### src/rtl/regbank_pkg.sv
// Shared helpers for the regbank register file: strobe width and parameter sanity checks.
package regbank_pkg;

    function automatic int strb_width(input int dataw);
        return dataw / 8;
    endfunction

    function automatic int clog2_int(input int value);
        int result;
        int rem;
        result = 0;
        rem    = value - 1;
        while (rem > 0) begin
            result++;
            rem = rem >> 1;
        end
        return result;
    endfunction

    // Every register index must be representable on the address bus.
    function automatic bit nregs_fits(input int nregs, input int addrw);
        return (nregs >= 1) && (clog2_int(nregs) <= addrw);
    endfunction

    function automatic bit dataw_byte_aligned(input int dataw);
        return (dataw % 8) == 0;
    endfunction

endpackage

### src/rtl/regbank_cell.sv
// One DATAW-wide register with synchronous active-low reset and write enable.
// Byte strobes are present only when REGBANK_WSTRB_EN is defined.
module regbank_cell
    import regbank_pkg::*;
#(
    parameter int               DATAW   = 32,
    parameter logic [DATAW-1:0] RST_VAL = '0
) (
    input  logic                        i_clk,
    input  logic                        i_rst_n,
    input  logic                        i_we,
    input  logic [DATAW-1:0]            i_wdata,
`ifdef REGBANK_WSTRB_EN
    input  logic [strb_width(DATAW)-1:0] i_wstrb,
`endif
    output logic [DATAW-1:0]            o_q
);

    logic [DATAW-1:0] q_reg;
    logic [DATAW-1:0] bit_mask;

`ifdef REGBANK_WSTRB_EN
    genvar gi;
    generate
        for (gi = 0; gi < strb_width(DATAW); gi++) begin : g_mask
            assign bit_mask[gi*8 +: 8] = {8{i_wstrb[gi]}};
        end
    endgenerate
`else
    assign bit_mask = '1;
`endif

    always_ff @(posedge i_clk) begin
        if (!i_rst_n) begin
            q_reg <= RST_VAL;
        end else if (i_we) begin
            q_reg <= (q_reg & ~bit_mask) | (i_wdata & bit_mask);
        end
    end

    assign o_q = q_reg;

endmodule

### src/rtl/regbank.sv
// Parametrised register bank on a req/ack bus with parallel export, write pulses and XOR reduction.
// Optional byte write strobes: define REGBANK_WSTRB_EN.
module regbank
    import regbank_pkg::*;
#(
    parameter int               DATAW   = 32,
    parameter int               NREGS   = 4,
    parameter int               ADDRW   = 8,
    parameter logic [DATAW-1:0] RST_VAL = '0
) (
    input  logic                         i_clk,
    input  logic                         i_rst_n,
    input  logic                         i_req,
    input  logic                         i_we,
    input  logic [ADDRW-1:0]             i_addr,
    input  logic [DATAW-1:0]             i_wdata,
`ifdef REGBANK_WSTRB_EN
    input  logic [strb_width(DATAW)-1:0] i_wstrb,
`endif
    output logic                         o_ack,
    output logic                         o_err,
    output logic [DATAW-1:0]             o_rdata,
    output logic [NREGS-1:0]             o_wr,
    output logic [NREGS*DATAW-1:0]       o_regs,
    output logic                         o_xor
);

    generate
        if (!nregs_fits(NREGS, ADDRW)) begin : g_bad_nregs
            $error("regbank: NREGS does not fit in ADDRW address bits");
        end
`ifdef REGBANK_WSTRB_EN
        if (!dataw_byte_aligned(DATAW)) begin : g_bad_dataw
            $error("regbank: DATAW must be a multiple of 8 with byte strobes");
        end
`endif
    endgenerate

    localparam logic [ADDRW:0] NREGS_LIM = (ADDRW+1)'(NREGS);

    logic [DATAW-1:0]       reg_q [NREGS];
    logic [NREGS*DATAW-1:0] regs_flat;
    logic [NREGS-1:0]       we_vec;
    logic                   in_range;
    logic                   wr_req;
    logic [DATAW-1:0]       rd_mux;

    logic                   ack_reg;
    logic                   err_reg;
    logic [NREGS-1:0]       wr_reg;
    logic [DATAW-1:0]       rdata_reg;
    logic                   xor_reg;

    // Full-width compare so out-of-range addresses never alias onto a register.
    assign in_range = ({1'b0, i_addr} < NREGS_LIM);
    assign wr_req   = i_req && i_we;

    genvar gi;
    generate
        for (gi = 0; gi < NREGS; gi++) begin : g_cell
            assign we_vec[gi] = wr_req && (i_addr == ADDRW'(gi));

            regbank_cell #(
                .DATAW   (DATAW),
                .RST_VAL (RST_VAL)
            ) u_cell (
                .i_clk   (i_clk),
                .i_rst_n (i_rst_n),
                .i_we    (we_vec[gi]),
                .i_wdata (i_wdata),
`ifdef REGBANK_WSTRB_EN
                .i_wstrb (i_wstrb),
`endif
                .o_q     (reg_q[gi])
            );

            assign regs_flat[gi*DATAW +: DATAW] = reg_q[gi];
        end
    endgenerate

    // Unmatched (out-of-range) addresses fall through to zero.
    always_comb begin
        rd_mux = '0;
        for (int k = 0; k < NREGS; k++) begin
            if (i_addr == ADDRW'(k)) begin
                rd_mux = reg_q[k];
            end
        end
    end

    always_ff @(posedge i_clk) begin
        if (!i_rst_n) begin
            ack_reg   <= 1'b0;
            err_reg   <= 1'b0;
            wr_reg    <= '0;
            rdata_reg <= '0;
            xor_reg   <= 1'b0;
        end else begin
            ack_reg <= i_req;
            err_reg <= i_req && !in_range;
            wr_reg  <= we_vec;
            xor_reg <= ^regs_flat;
            if (i_req && !i_we) begin
                rdata_reg <= rd_mux;
            end
        end
    end

    assign o_ack   = ack_reg;
    assign o_err   = err_reg;
    assign o_wr    = wr_reg;
    assign o_rdata = rdata_reg;
    assign o_regs  = regs_flat;
    assign o_xor   = xor_reg;

endmodule

### config.mk
export PLATFORM = sky130hd
export DESIGN_NAME = regbank
export DESIGN_NICKNAME = d
export VERILOG_FILES = /design/src/rtl/regbank_pkg.sv /design/src/rtl/regbank_cell.sv /design/src/rtl/regbank.sv
export SDC_FILE = /design/constraint.sdc
export NUM_CORES = 1
export LEC_CHECK = 0
export ABC_AREA = 1
export BUFFER_PORTS_ARGS = -buffer_cell sky130_fd_sc_hd__buf_2
export CAP_MARGIN = 20
export CORE_UTILIZATION = 40
export DETAILED_ROUTE_END_ITERATION = 10
export GPL_TIMING_DRIVEN = 0
export PLACE_DENSITY_LB_ADDON = 0.08
export SLEW_MARGIN = 20
export SYNTH_ARGS = -nofsm -noshare
export SYNTH_HDL_FRONTEND = slang
export SYNTH_HIERARCHICAL = 1
export SYNTH_SLANG_ARGS = --single-unit
### constraint.sdc
create_clock -name i_clk -period 2.5 [get_ports i_clk]
set_clock_uncertainty 0.05 [all_clocks]
set_input_delay 0.5 -clock i_clk [delete_from_list [all_inputs] [get_ports i_clk]]
set_output_delay 0.5 -clock i_clk [all_outputs]
set_load 0.1 [all_outputs]
==> impl_metrics.py, run 1 <==
metrics = {
    "synthesis": {
        "synth_common_cells": "nand2_1, nor2_1, inv_1, dfxtp_1, a21oi_1",
        "yosysTopAreaCell": "dfxtp_1",
        "syn_avg_cell_area_um2": 5.817,
        "syn-instance-count": 1786,
        "ys_async_sr_fraction": 0,
        "ys_types": 30,
        "ys_seq_area_frac": 0.3218,
        "yosys_warnings": 6,
        "synthesis.nets": 1830,
        "synth-edff-count": 0,
        "synth_ff_type": "dfxtp_1",
        "synth_area_mm2": 0.01039,
        "ys_ff_latch": 167,
        "yosysMostFrequentCell": "nand2_1",
        "synthTopCellsByArea": "dfxtp_1, nand2_1, nor2_1",
        "synth_top_area_share": 0.3218,
    },
    "clock_network": {
        "clockRootBuffer": "clkbuf_16",
        "clock-sinks": 167,
        "cts-buffers-inserted": 17,
        "cts_resized": 0,
        "clock_path_buffers": 2,
        "h-tree-depth": 4,
        "cts_setup_buffers": 0,
        "clkTransAtPathRegs_ns": 0.07,
        "cts_tree": "done",
        "clock_latency_ns": 0.44,
        "hold_buffers": 0,
    },
    "sta": {
        "rsz0062_at_grt": "no",
        "fin_crit_sh": 0.9321,
        "final.min_clock_period_ns": 2.330,
        "hold_viol_final": 0,
        "slew_viol_final": 0,
        "fmax_ghz": 0.4292,
        "fin_hold_ws_ns": 0.3228,
        "fin_tns_setup_ns": 0,
        "worstMarginPinSlew_ns": 0.8353,
        "setup_viol": 0,
        "slew_headroom": 0.4431,
    },
    "routing": {
        "drt-vias-per-instance": 4.719,
        "firstDrtPassIters": 5,
        "drt-initial-drc-count": 680,
        "drt-total-wl_mm": 35.04,
        "drc": 0,
        "drtAntennaViolNets": 0,
        "routedWlPerCell_um": 14.87,
        "vias": 11120,
    },
    "floorplan": {
        "die-area_mm2": 0.02662,
        "num_io_pins": 211,
        "die_w_um": 163.2,
        "core_area_mm2": 0.02533,
        "rows": 58,
        "start_util": 0.4102,
        "die_y_um": 163.2,
    },
    "global_route": {
        "grt_max_degree": 25,
        "grt_pass1_wl_mm": 53.84,
        "track_usage": 0.2662,
        "grt_pass1_vias": 10090,
        "overflow": 0,
        "antenna_found_initial": 3,
    },
    "worst_setup_path": {
        "critPathRequiredTime_ns": 2.78,
        "crit_arrival_ns": 2.61,
        "cp-start-kind": "input pin",
        "crit_path_end_kind": "flop",
        "worstSetupPathType": "input pin to flop",
        "cp_max_fo": 10,
    },
    "placed_design": {
        "dpl-instance-area_mm2": 0.01185,
        "dpl.hpwl_mm": 27.67,
        "globalplace.congestion": 0.8678,
        "placement.io_buffers": 209,
    },
    "power_and_ir_drop": {
        "power_mw": 5.966,
        "power.density_mw_per_mm2": 479.6,
        "peakVddDrop_mv": 0.3791,
        "p_leak_nw": 6.819,
    },
    "final_layout": {
        "nNetsFinal": 2058,
        "drive_above_1_share": 0.1524,
        "antenna_cells": 0,
        "utilization": 0.4912,
        "fin_area_mm2": 0.01244,
        "areaGrowthSynthToFinish_pct": 19.75,
    },
    "status": {
        "status": "complete, no violations",
    },
    "hold_path": {
        "hold_path_class": "input pin to flop",
    },
    "run": {
        "maxCapViolations": 0,
    },
}
final timing paths:
| kind | from | end | slack [ns] | cells after the start |
|---|---|---|---|---|
| max reg2reg | g_cell[1].u_cell/o_q[31] | o_xor | 0.52 | 18 |
| min | i_req | o_ack | 0.32 | 3 |
| max | i_addr[5] | g_cell[2].u_cell/o_q[27] | 0.17 | 13 |
| min reg2reg | g_cell[0].u_cell/o_q[28] | g_cell[0].u_cell/o_q[28] | 0.43 | 2 |
flip-flops by register name, indices dropped and copies added, names as in the netlist:
name               flops
g_cell.u_cell/o_q    128
o_wr                   4
o_err                  1
o_xor                  1
o_ack                  1
o_rdata               32
cell usage in the layout, fill, tap and decap left out, types with 5 or more instances in the layout:
| master | n |
|---|---|
| clkbuf_1 | 12 |
| a221oi_1 | 5 |
| xor2_1 | 34 |
| buf_2 | 237 |
| nand3_1 | 14 |
| o21ai_0 | 20 |
| a21oi_1 | 73 |
| buf_6 | 28 |
| nor3_1 | 6 |
| a31oi_1 | 5 |
| clkbuf_16 | 17 |
| xnor2_1 | 39 |
| nor2_1 | 308 |
| o22ai_1 | 26 |
| dfxtp_1 | 167 |
| nand4_1 | 11 |
| nand2_1 | 742 |
| inv_8 | 5 |
| inv_1 | 252 |
cell families (layout without fill, tap and decap cells):
logic type / Yosys count / in the layout / synth area share
AO/OA/AOI/OAI: 131 / 131 / 0.06925
XOR/XNOR: 73 / 73 / 0.06154
buffers and inverters: 327 / 568 / 0.1421
flip-flops: 167 / 167 / 0.3218
AND/OR/NAND/NOR: 1088 / 1088 / 0.4053
report_power, final:
part / switching, mW / total [mW] / internal (mW) / leakage (nW)
combinational: 0.415 / 0.536 / 0.121 / 5.18
sequential: 0.0161 / 2.70 / 2.68 / 1.35
clock: 1.28 / 2.73 / 1.45 / 0.288
metal layers:
metal  track usage  vias to the layer above  part of all wire
li1              -                     5764                 -
met3       0.04952                       65             0.055
met2        0.4621                      317              0.48
met5             0                        -           0.00057
met4        0.1054                        4             0.032
met1        0.3218                     4972              0.43
stage by stage:
stage | instances | setup slack (ns)
after global placement | 2325 | -0.2098
after floorplan | 1786 | 0.2460
after detailed placement | 2325 | -0.2612
after CTS | 2357 | 0.1969
final | 2357 | 0.1698
after global routing | 2357 | 0.001686
worst max-delay path: stages:
cell,delay [ns]
buf_2,0.09
nor2_1,0.09
nand2_1,0.21
nor2_8,0.19
inv_2,0.08
nor3_2,0.50
inv_1,0.21
nor2_1,0.17
buf_6,0.20
buf_6,0.18
nand2_1,0.07
nand2_1,0.05
nor2_1,0.04
final cells by class:
cell class / count / area [µm²]
Fill cell: 2737 / 12890
Multi-Input combinational cell: 1292 / 5569
Sequential cell: 167 / 3343
Timing Repair Buffer: 209 / 1046
Inverter: 257 / 964.7
Buffer: 70 / 511.7
Clock buffer: 18 / 439.2
Tap cell: 330 / 412.9
Clock inverter: 14 / 153.9
Note: power is estimated with default switching activity, not from simulation.
==> run 2: changes to the inputs <==
--- a/config.mk
+++ b/config.mk
@@ -8,10 +8,11 @@
 export ABC_AREA = 1
 export BUFFER_PORTS_ARGS = -buffer_cell sky130_fd_sc_hd__buf_2
 export CAP_MARGIN = 20
+export CORE_MARGIN = 8
 export CORE_UTILIZATION = 40
 export DETAILED_ROUTE_END_ITERATION = 10
 export GPL_TIMING_DRIVEN = 0
-export PLACE_DENSITY_LB_ADDON = 0.08
+export SKIP_LAST_GASP = 1
 export SLEW_MARGIN = 20
 export SYNTH_ARGS = -nofsm -noshare
 export SYNTH_HDL_FRONTEND = slang
==> run 2 against run 1 <==
Sequential cell count unchanged. Worst hold slack improved by 0.0084 ns. First-iteration DRC count increased by 29%. Worst setup slack improved by 0.015 ns. Count of clock-buffer cells in the layout increased by 1. Sequential share of layout area about the same. Via count increased by 0.16%. Wire length increased by 4.9%. Critical path depth increased by 1. Design area about the same. Critical path type unchanged.
==> impl_metrics.py, run 2 (synthesis results as in run 1) <==
metrics = {
    "sta": {
        "fmax_ghz": 0.4319,
        "fin_hold_ws_ns": 0.3312,
        "hold_viol_final": 0,
        "final.min_clock_period_ns": 2.315,
        "fin_crit_sh": 0.9262,
        "slew_viol_final": 0,
        "fin_tns_setup_ns": 0,
        "fin_ws_ns": 0.1846,
        "rsz0062_at_grt": "no",
        "worstMarginPinSlew_ns": 0.6715,
        "setup_viol": 0,
        "slew_headroom": 0.5523,
    },
    "global_route": {
        "grt_pass1_vias": 10230,
        "grt_max_degree": 25,
        "antenna_found_initial": 4,
        "track_usage": 0.2292,
        "grt_pass1_wl_mm": 55.58,
        "overflow": 0,
    },
    "final_layout": {
        "fillers": 2789,
        "final_cell_mix": "nand2_1, nor2_1, inv_1",
        "nNetsFinal": 2058,
        "final_common_cell": "nand2_1",
        "utilization": 0.4833,
        "areaGrowthSynthToFinish_pct": 19.86,
        "drive_above_1_share": 0.1520,
        "largest_reg_flops": 128,
    },
    "worst_setup_path": {
        "crit_path_end_kind": "flop",
        "crit_path_max_incr_delay_ns": 0.33,
        "path_delay_family": "simple AND/OR/NAND/NOR gates",
        "cp-start-kind": "input pin",
        "critPathRequiredTime_ns": 2.78,
        "worstSetupPathType": "input pin to flop",
        "crit_arrival_ns": 2.60,
        "rr_endpoint": "o_xor",
        "cp_max_fo": 10,
        "cp.buffers_inverters": 6,
        "r2r_setup_slack_ns": 0.56,
        "slowest_stage": "buf_2",
        "crit_chain": "buf_2, nor2_1, nand2_1, nor2_8, inv_2, nor3_4, buf_2, inv_1, nor2_1, buf_6, buf_6, nand2_1, nand2_1, nor2_1",
        "r2r_start": "g_cell[0].u_cell/o_q[31]",
        "reg2reg_depth": 15,
    },
    "routing": {
        "firstDrtPassIters": 5,
        "drt-initial-drc-count": 875,
        "drc": 0,
        "routedWlPerCell_um": 15.56,
        "drt-total-wl_mm": 36.74,
        "drt-vias-per-instance": 4.716,
        "vias": 11140,
        "drtAntennaViolNets": 0,
    },
    "placed_design": {
        "place_ws_ns": -0.2616,
        "dpl.hpwl_mm": 29.24,
        "globalplace.congestion": 0.8865,
        "placement.io_buffers": 209,
    },
    "power_and_ir_drop": {
        "p_leak_nw": 6.821,
        "power_mw": 5.968,
        "power.density_mw_per_mm2": 479.3,
        "peakVddDrop_mv": 0.3967,
    },
    "hold_path": {
        "hold_end": "o_ack",
        "hp-start": "i_req",
        "hold_path_class": "input pin to flop",
        "worstHoldPathCells": 3,
    },
    "clock_network": {
        "hold_buffers": 0,
        "clock-sinks": 167,
        "cts_tree": "done",
        "clock_path_buffers": 2,
        "clockRootBuffer": "clkbuf_16",
        "cts_setup_buffers": 0,
        "h-tree-depth": 4,
        "cts-buffers-inserted": 17,
        "clock_latency_ns": 0.43,
        "clkTransAtPathRegs_ns": 0.07,
        "cts_resized": 0,
    },
    "status": {
        "status": "complete, no violations",
    },
    "floorplan": {
        "rows": 59,
        "num_io_pins": 211,
        "start_util": 0.4032,
        "die_y_um": 177.2,
        "die-area_mm2": 0.03138,
        "die_w_um": 177.2,
        "core_area_mm2": 0.02576,
    },
    "run": {
        "maxCapViolations": 0,
    },
}
-- run 2: changes by cell type in the layout (fill, tap and decap cells not counted) --
cell,change
clkinv_2,+2
bufinv_16,+1
inv_6,-3
clkinv_4,+1
clkbuf_8,+1
diode_2,+1
inv_8,-3
-- run 2: final cells by class --
type / instances / area, µm² / area share
inverter: 257 / 964.7 / 0.07747
tap: 335 / 419.2 / 0.03366
timing repair buffer: 209 / 1046 / 0.08400
multi-input combinational: 1292 / 5569 / 0.4472
sequential: 167 / 3343 / 0.2685
clock buffer: 19 / 452.9 / 0.03637
buffer: 70 / 511.7 / 0.04110
clock inverter: 12 / 142.6 / 0.01146
antenna: 1 / 2.502 / 0.0002010
-- run 2: worst min-delay path: cells and delay by family --
family / cells / cell delay, ns
buffers and inverters: 2 / 0.20
and+or+nand+nor: 1 / 0.06
-- run 2: stage by stage --
step / cells / instance area (µm²)
floorplan: 1786 / 10390
global placement: 2330 / 11850
detailed placement: 2330 / 11850
CTS: 2361 / 12450
global route: 2362 / 12450
finish: 2362 / 12450
-- run 2: where the power goes --
part	internal [mW]	leakage (nW)	switching (mW)	total [mW]
Clock	1.54	0.289	1.20	2.73
Combinational	0.121	5.18	0.415	0.536
Sequential	2.68	1.35	0.0155	2.70
-- run 2: how the worst max path moves through the flow --
stage,start,endpoint,slack [ns],depth (start not counted)
6_report,i_addr[5],g_cell[3].u_cell/o_q[28],0.18,14
5_1_grt,i_addr[7],g_cell[3].u_cell/o_q[28],0.01,14
4_1_cts,i_addr[5],g_cell[3].u_cell/o_q[28],0.20,14
3_5_place_dp,i_addr[5],g_cell[3].u_cell/o_q[28],-0.26,14
3_3_place_gp,i_addr[5],g_cell[3].u_cell/o_q[27],-0.21,14
2_1_floorplan,g_cell[1].u_cell/o_q[28],o_xor,0.25,17
-- run 2: routing by layer --
| layer | GRT usage | vias to the layer above | part of all wire | routed length (µm) |
|---|---|---|---|---|
| met5 | 0 | - | 0.00095 | 35 |
| li1 | - | 5765 | - | - |
| met4 | 0.07741 | 6 | 0.030 | 1111 |
| met1 | 0.2773 | 4962 | 0.42 | 15610 |
| met3 | 0.05099 | 68 | 0.074 | 2733 |
| met2 | 0.3942 | 339 | 0.47 | 17250 |
